==> src/rtl/pool_relu_serializer.sv <==
// pool_relu_serializer: latches a full conv-layer output vector, applies
// optional ReLU, and streams non-overlapping max-pooled words one per
// valid/ready handshake. Holds a single vector until it has fully drained.
module pool_relu_serializer #(
    parameter int INPUT_LENGTH = 2,
    parameter int POOL_SIZE    = 1,
    parameter int WORD_SIZE    = 16,
    parameter int RELU_EN      = 1
) (
    input  logic                                  clk_i,
    input  logic                                  reset_i,
    input  logic                                  valid_i,
    output logic                                  yumi_o,
    input  logic [INPUT_LENGTH-1:0][WORD_SIZE-1:0] data_i,
    output logic                                  valid_o,
    input  logic                                  ready_i,
    output logic [WORD_SIZE-1:0]                  data_o,
    output logic                                  last_o
);

    localparam int NUM_OUT = INPUT_LENGTH / POOL_SIZE;
    localparam int IDX_W   = $clog2(NUM_OUT + 1);
    localparam logic [IDX_W-1:0] LAST_IDX = IDX_W'(NUM_OUT - 1);

    if (INPUT_LENGTH < 1 || POOL_SIZE < 1 || (INPUT_LENGTH % POOL_SIZE) != 0) begin : g_bad_params
        $error("pool_relu_serializer: INPUT_LENGTH must be >= 1 and a multiple of POOL_SIZE");
    end

    typedef enum logic {
        eEMPTY,
        eSEND
    } state_e;

    state_e                                ps;
    logic [IDX_W-1:0]                      out_idx;
    logic [INPUT_LENGTH-1:0][WORD_SIZE-1:0] vec_q;
    logic [WORD_SIZE-1:0]                  pool_max;
    logic                                  found;

    function automatic logic [WORD_SIZE-1:0] relu(input logic [WORD_SIZE-1:0] w);
        logic [WORD_SIZE-1:0] r;
        r = w;
        if (RELU_EN != 0 && w[WORD_SIZE-1]) begin
            r = '0;
        end
        return r;
    endfunction

    assign yumi_o  = (ps == eEMPTY) && valid_i && !reset_i;
    assign valid_o = (ps == eSEND);
    assign last_o  = valid_o && (out_idx == LAST_IDX);
    assign data_o  = valid_o ? pool_max : '0;

    // Control FSM: accept a vector when empty, then step through pool windows.
    always_ff @(posedge clk_i) begin
        if (reset_i) begin
            ps      <= eEMPTY;
            out_idx <= '0;
        end else begin
            case (ps)
                eEMPTY: begin
                    if (yumi_o) begin
                        ps      <= eSEND;
                        out_idx <= '0;
                    end
                end
                eSEND: begin
                    if (ready_i) begin
                        if (out_idx == LAST_IDX) begin
                            ps      <= eEMPTY;
                            out_idx <= '0;
                        end else begin
                            out_idx <= out_idx + IDX_W'(1);
                        end
                    end
                end
                default: begin
                    ps      <= eEMPTY;
                    out_idx <= '0;
                end
            endcase
        end
    end

    // Vector storage: loaded only on a consumed vector; never reset since data_o is masked.
    always_ff @(posedge clk_i) begin
        if (yumi_o) begin
            for (int unsigned k = 0; k < INPUT_LENGTH; k++) begin
                vec_q[k] <= relu(data_i[k]);
            end
        end
    end

    // Signed max over the current window; strict compare keeps the lowest index on ties.
    always_comb begin
        pool_max = '0;
        found    = 1'b0;
        for (int unsigned k = 0; k < INPUT_LENGTH; k++) begin
            if ((k / POOL_SIZE) == 32'(out_idx)) begin
                if (!found || ($signed(vec_q[k]) > $signed(pool_max))) begin
                    pool_max = vec_q[k];
                    found    = 1'b1;
                end
            end
        end
    end

endmodule

==> config.mk <==
export PLATFORM = sky130hd
export DESIGN_NAME = pool_relu_serializer
export DESIGN_NICKNAME = d
export VERILOG_FILES = /design/src/rtl/pool_relu_serializer.sv
export SDC_FILE = /design/constraint.sdc
export NUM_CORES = 1
export LEC_CHECK = 0
export ABC_AREA = 1
export BUFFER_PORTS_ARGS = -buffer_cell sky130_fd_sc_hd__buf_4
export CORE_MARGIN = 3
export CORE_UTILIZATION = 44
export DETAILED_ROUTE_END_ITERATION = 10
export PLACE_DENSITY = 0.81
export SYNTH_ARGS = -nofsm -noshare
export SYNTH_HDL_FRONTEND = slang
export SYNTH_SLANG_ARGS = --single-unit
==> constraint.sdc <==
create_clock -name clk_i -period 1.6 [get_ports clk_i]
set_input_delay 0.16 -clock clk_i [delete_from_list [all_inputs] [get_ports clk_i]]
set_output_delay 0.16 -clock clk_i [all_outputs]
set_load 0.005 [all_outputs]
# Yosys cells after proc, flatten, opt, wreduce, memory -nomap -nowiden
# Index checks and enable logic that the tools add are counted.
[totals]
regBits = 35
wordCells = 34
in_bits = 36
out_inout_bits = 19
[op_classes]
addsub = 1
n_reduce_logical = 8
bitwise_logic = 1
n_lt_le_gt_ge = 1
mux = 13
eq_ne = 4
[ops]
columns = ["op", "count"]
rows = [
  ["$mux W16", 4],
  ["$gt A16 B16 Y1", 1],
  ["$mux W2", 3],
  ["$mux W1", 4],
  ["$ne A2 B2 Y1 const B", 2],
  ["$pmux W2 S2", 1],
  ["$logic_and A1 B1 Y1", 3],
  ["$add A2 B1 Y2 const B", 1],
  ["$eq A1 B2 Y1 const A", 1],
  ["$eq A2 B1 Y1 const B", 1],
  ["$logic_not A1 Y1", 2],
  ["$logic_not A2 Y1", 1],
  ["$pmux W1 S2", 1],
  ["$reduce_and A2 Y1", 1],
  ["$logic_or A1 B1 Y1", 1],
  ["$not A1 Y1", 1],
]

# Logic depth before layout (Yosys ltp)
[depth]
word_depth = 7
mapped_depth = 5
depth_no_buf = 4

# Worst setup path before layout
# OpenSTA, ideal clock, no wires.
[synth_timing]
path_kind = "flip-flop to flip-flop"
start = "register ps, in the netlist valid_o"
end = "register vec_q[0] (netlist name), enable pin"
n_path_buf = 1
arrival_ns = 1.222
stages_incl_launch_ff = 5
path_slack_ns = -0.008
required_time_ns = 1.214
period_less_slack_ns = 1.608
setup_ns = 0.386
cell_sequence = "dfxtp_1 -> buf_2 -> inv_1 -> nand3_1 -> inv_1"
[synth_via]
elab_chain_len = 3
[synth_lines]
columns = ["element", "line_no", "text"]
rows = [
  ["start: declaration", "34", "state_e ps;"],
  ["start signal: assignment", "57", "ps <= eEMPTY;"],
  ["start signal: assignment", "63", "ps <= eSEND;"],
  ["start signal: assignment", "70", "ps <= eEMPTY;"],
  ["$not A1 Y1", "--", ""],
  ["$logic_and A1 B1 Y1 (2 in a row)", "49", "assign yumi_o = (ps == eEMPTY) && valid_i && !reset_i;"],
  ["via yumi_o", "13", "output logic yumi_o,"],
  ["end signal: indexed assignment", "89", "vec_q[k] <= relu(data_i[k]);"],
  ["end: declaration", "36", "logic [INPUT_LENGTH-1:0][WORD_SIZE-1:0] vec_q;"],
]
# The timed path passes the listed nets, and every way through them passes these cells.
# A chain may end at the register's enable or synchronous reset.

# Final worst setup path
[layout_timing]
start = "register out_idx[0]"
end = "output data_o[0]"
[layout_via]
elab_chain_len = 7
elab_cells_between_ends = 10
cone_classes = "order compare: 1; eq/ne: 1; mux: 5; reduce/logical: 3"
[layout_lines]
columns = ["element", "line_no", "text"]
rows = [
  ["start: declaration", "35", "logic [IDX_W-1:0] out_idx;"],
  ["start signal: assignment", "73", "out_idx <= out_idx + IDX_W'(1);"],
  ["$logic_not A2 Y1", "99", "if ((k / POOL_SIZE) == 32'(out_idx)) begin"],
  ["$mux W16 / $mux W1 (equally long branches)", "99", ""],
  ["$gt A16 B16 Y1 / $logic_not A1 Y1 (equally long branches)", "100", "if (!found || ($signed(vec_q[k]) > $signed(pool_max))) begin"],
  ["$logic_or A1 B1 Y1", "100", ""],
  ["$mux W16", "100", ""],
  ["$mux W16 (*)", "99", ""],
  ["$mux W16 (*)", "52", "assign data_o = valid_o ? pool_max : '0;"],
  ["end: declaration", "17", "output logic [WORD_SIZE-1:0] data_o,"],
]
# Every way passes the cells marked *; elsewhere a longest branch is shown, timed or not.

==> metrics.yaml <==
outcome: "finished, final reports clean"
fin_skew_ns: 0.00610
hpwl_um: 2400
synth_nets: 204
yosys_register_bits: 33
portBuffers: 53
drc_errors: 0
area_growth_pct: 33.3
drive_above_1_share_pct: 32.0
clockBufferDepth: 2
vias: 1268
drt-initial-drc-count: 43
hold_viol: 0
vdd.ir_drop.worst_v: 0.000501
placeableCoreArea_um2: 3200
worstSetupPathType: "reg -> out"
antenna_cells: 0
io_pins: 55
placed_cell_area_um2: 1980
insertion_delay_ns: 0.33
timing.fmax_mhz: 668
via_per_inst: 4.71
antenna_found_initial: 0
gr-usage-all-layers_pct: 16.6
grt_setup_unrepaired: "no"
start_util_pct: 48.7
avgSynthCellArea_um2: 9.29
netlist_instances: 168
crit_required_ns: 1.44
finish.instance_area_um2: 2080
leakage_nw: 1.03
setup_violations: 0
netlist_area_um2: 1560
nNetsFinal: 260
die_x_um: 65.6
num-fill-cells: 296
wl_um: 3220
totalNegativeSetupSlack_ns: 0
cts_sinks: 33
post-place-cells: 259
chipHeight_um: 65.6
final_cells: 269
cts_buffers: 5
finalCriticalPeriod_ns: 1.50
cts_tree: "built"
drv_slew: 0
overflow: 0
synth.distinct_cells: 17
crit_path_start_kind: "register"
root_buffer: "clkbuf_4"
h-tree-depth: 2
end_kind: "output pin"
synth_warnings: 0
rows: 20
grt_pass1_vias: 1276
ant_nets: 0
path_max_fanout: 12
seq_area_frac_synth_pct: 61.6
arrival_ns: 1.34
hold_path.class: "in -> reg"
grt_max_degree: 35
globalplace.congestion: 0.767
grt_pass1_wl_um: 5290
power.density_nw_per_um2: 818
cap_violations: 0
clkSlewWorstSetupHoldPaths_ns: 0.10
post-route-period-util_pct: 93.6
die-area_um2: 4300
holdWs_ns: 0.102
dr.pass1.iters: 4
routedWlPerCell_um: 12.0
[registers in the layout, indices dropped and copies added (netlist names)]
signal / cells
vec_q: 30
out_idx: 2
valid_o: 1
[timing repair]
action                                  CTS  global route
hold buffers                              0             0
gates cloned                              0             0
setup buffers                             2             0
resized for setup                         0             7
endpoints found under the setup margin    9            13
pin swaps                                 1             0
[power breakdown]
part / switching (mW) / internal, mW
combinational: 0.132 / 0.142
clock: 0.270 / 0.159
sequential: 0.0132 / 0.985
total: 0.415 / 1.29
[critical path, stage by stage, from the launching register on]
cell and delay, ns:
dfxtp_2 0.38, inv_2 0.07, nor2_4 0.14, buf_12 0.14, nand3_1 0.09, nand2_1 0.09, buf_4 0.11
[cell type report]
class | instances | area (um^2) | area share, %
Clock buffer | 5 | 37.5 | 1.81
Clock inverter | 3 | 12.5 | 0.602
Inverter | 35 | 135 | 6.50
Multi-Input combinational cell | 90 | 407 | 19.6
Sequential cell | 33 | 962 | 46.3
Tap cell | 44 | 55.1 | 2.65
Timing Repair Buffer | 59 | 470 | 22.6
[through the flow]
| step | utilization [%] | worst slack, ns | power, mW |
|---|---|---|---|
| after global routing | 64.9 | 0.00698 | 1.80 |
| final | 64.9 | 0.103 | 1.70 |
| after CTS | 64.1 | 0.00751 | 1.71 |
| after global placement | 61.7 | 0.332 | 1.27 |
| after detailed placement | 61.7 | 0.310 | 1.28 |
| after floorplan | - | 0.117 | 1.14 |
[kinds of logic after synthesis]
| group | share of synthesized area, % |
|---|---|
| AND/OR/NAND/NOR | 24.5 |
| buffers and inverters | 13.0 |
| flip-flops | 61.6 |
| AO/OA/AOI/OAI | 0.641 |
| other | 0.240 |
[final timing paths]
kind	start	endpoint	slack, ns	cells past startpoint
max reg2reg	valid_o	vec_q[2]	0.49	4
max	out_idx[0]	data_o[0]	0.10	6
min	data_i[1]	vec_q[1]	0.10	3
min reg2reg	out_idx[1]	out_idx[1]	0.56	2
[Yosys cell counts (all sizes together)]
| cell type | instances | area (um^2) |
|---|---|---|
| a21oi | 1 | 5.00 |
| buf | 10 | 71.3 |
| conb | 1 | 3.75 |
| dfxtp | 3 | 60.1 |
| edfxtp | 30 | 901 |
| inv | 35 | 131 |
| nand2 | 20 | 75.1 |
| nand3 | 32 | 165 |
| nor2 | 34 | 138 |
| nor3 | 1 | 5.00 |
| o21ai | 1 | 5.00 |
[cell usage in the layout, fill, tap and decap left out]
cell type   instances
conb_1              1
clkinv_1            2
a21oi_1             1
clkinv_2            1
nor3_1              1
clkbuf_4            5
edfxtp_1           30
nand3_2             2
buf_4              55
clkinvlp_4          1
nor2_4              2
buf_8               1
buf_12              1
inv_1              33
inv_2               1
dfxtp_1             2
nand3_1            30
nand2_1            20
o21ai_0             1
dfxtp_2             1
nor2_1             32
buf_6               2
[routing by layer]
metal	track usage [%]	routed length, um	part of all wire (%)
met1	17.4	1200	37
met2	29.2	1650	51
met3	5.64	309	9.6
met4	8.81	55	1.7
met5	0	0	0
Note: power is estimated with default switching activity, not from simulation.
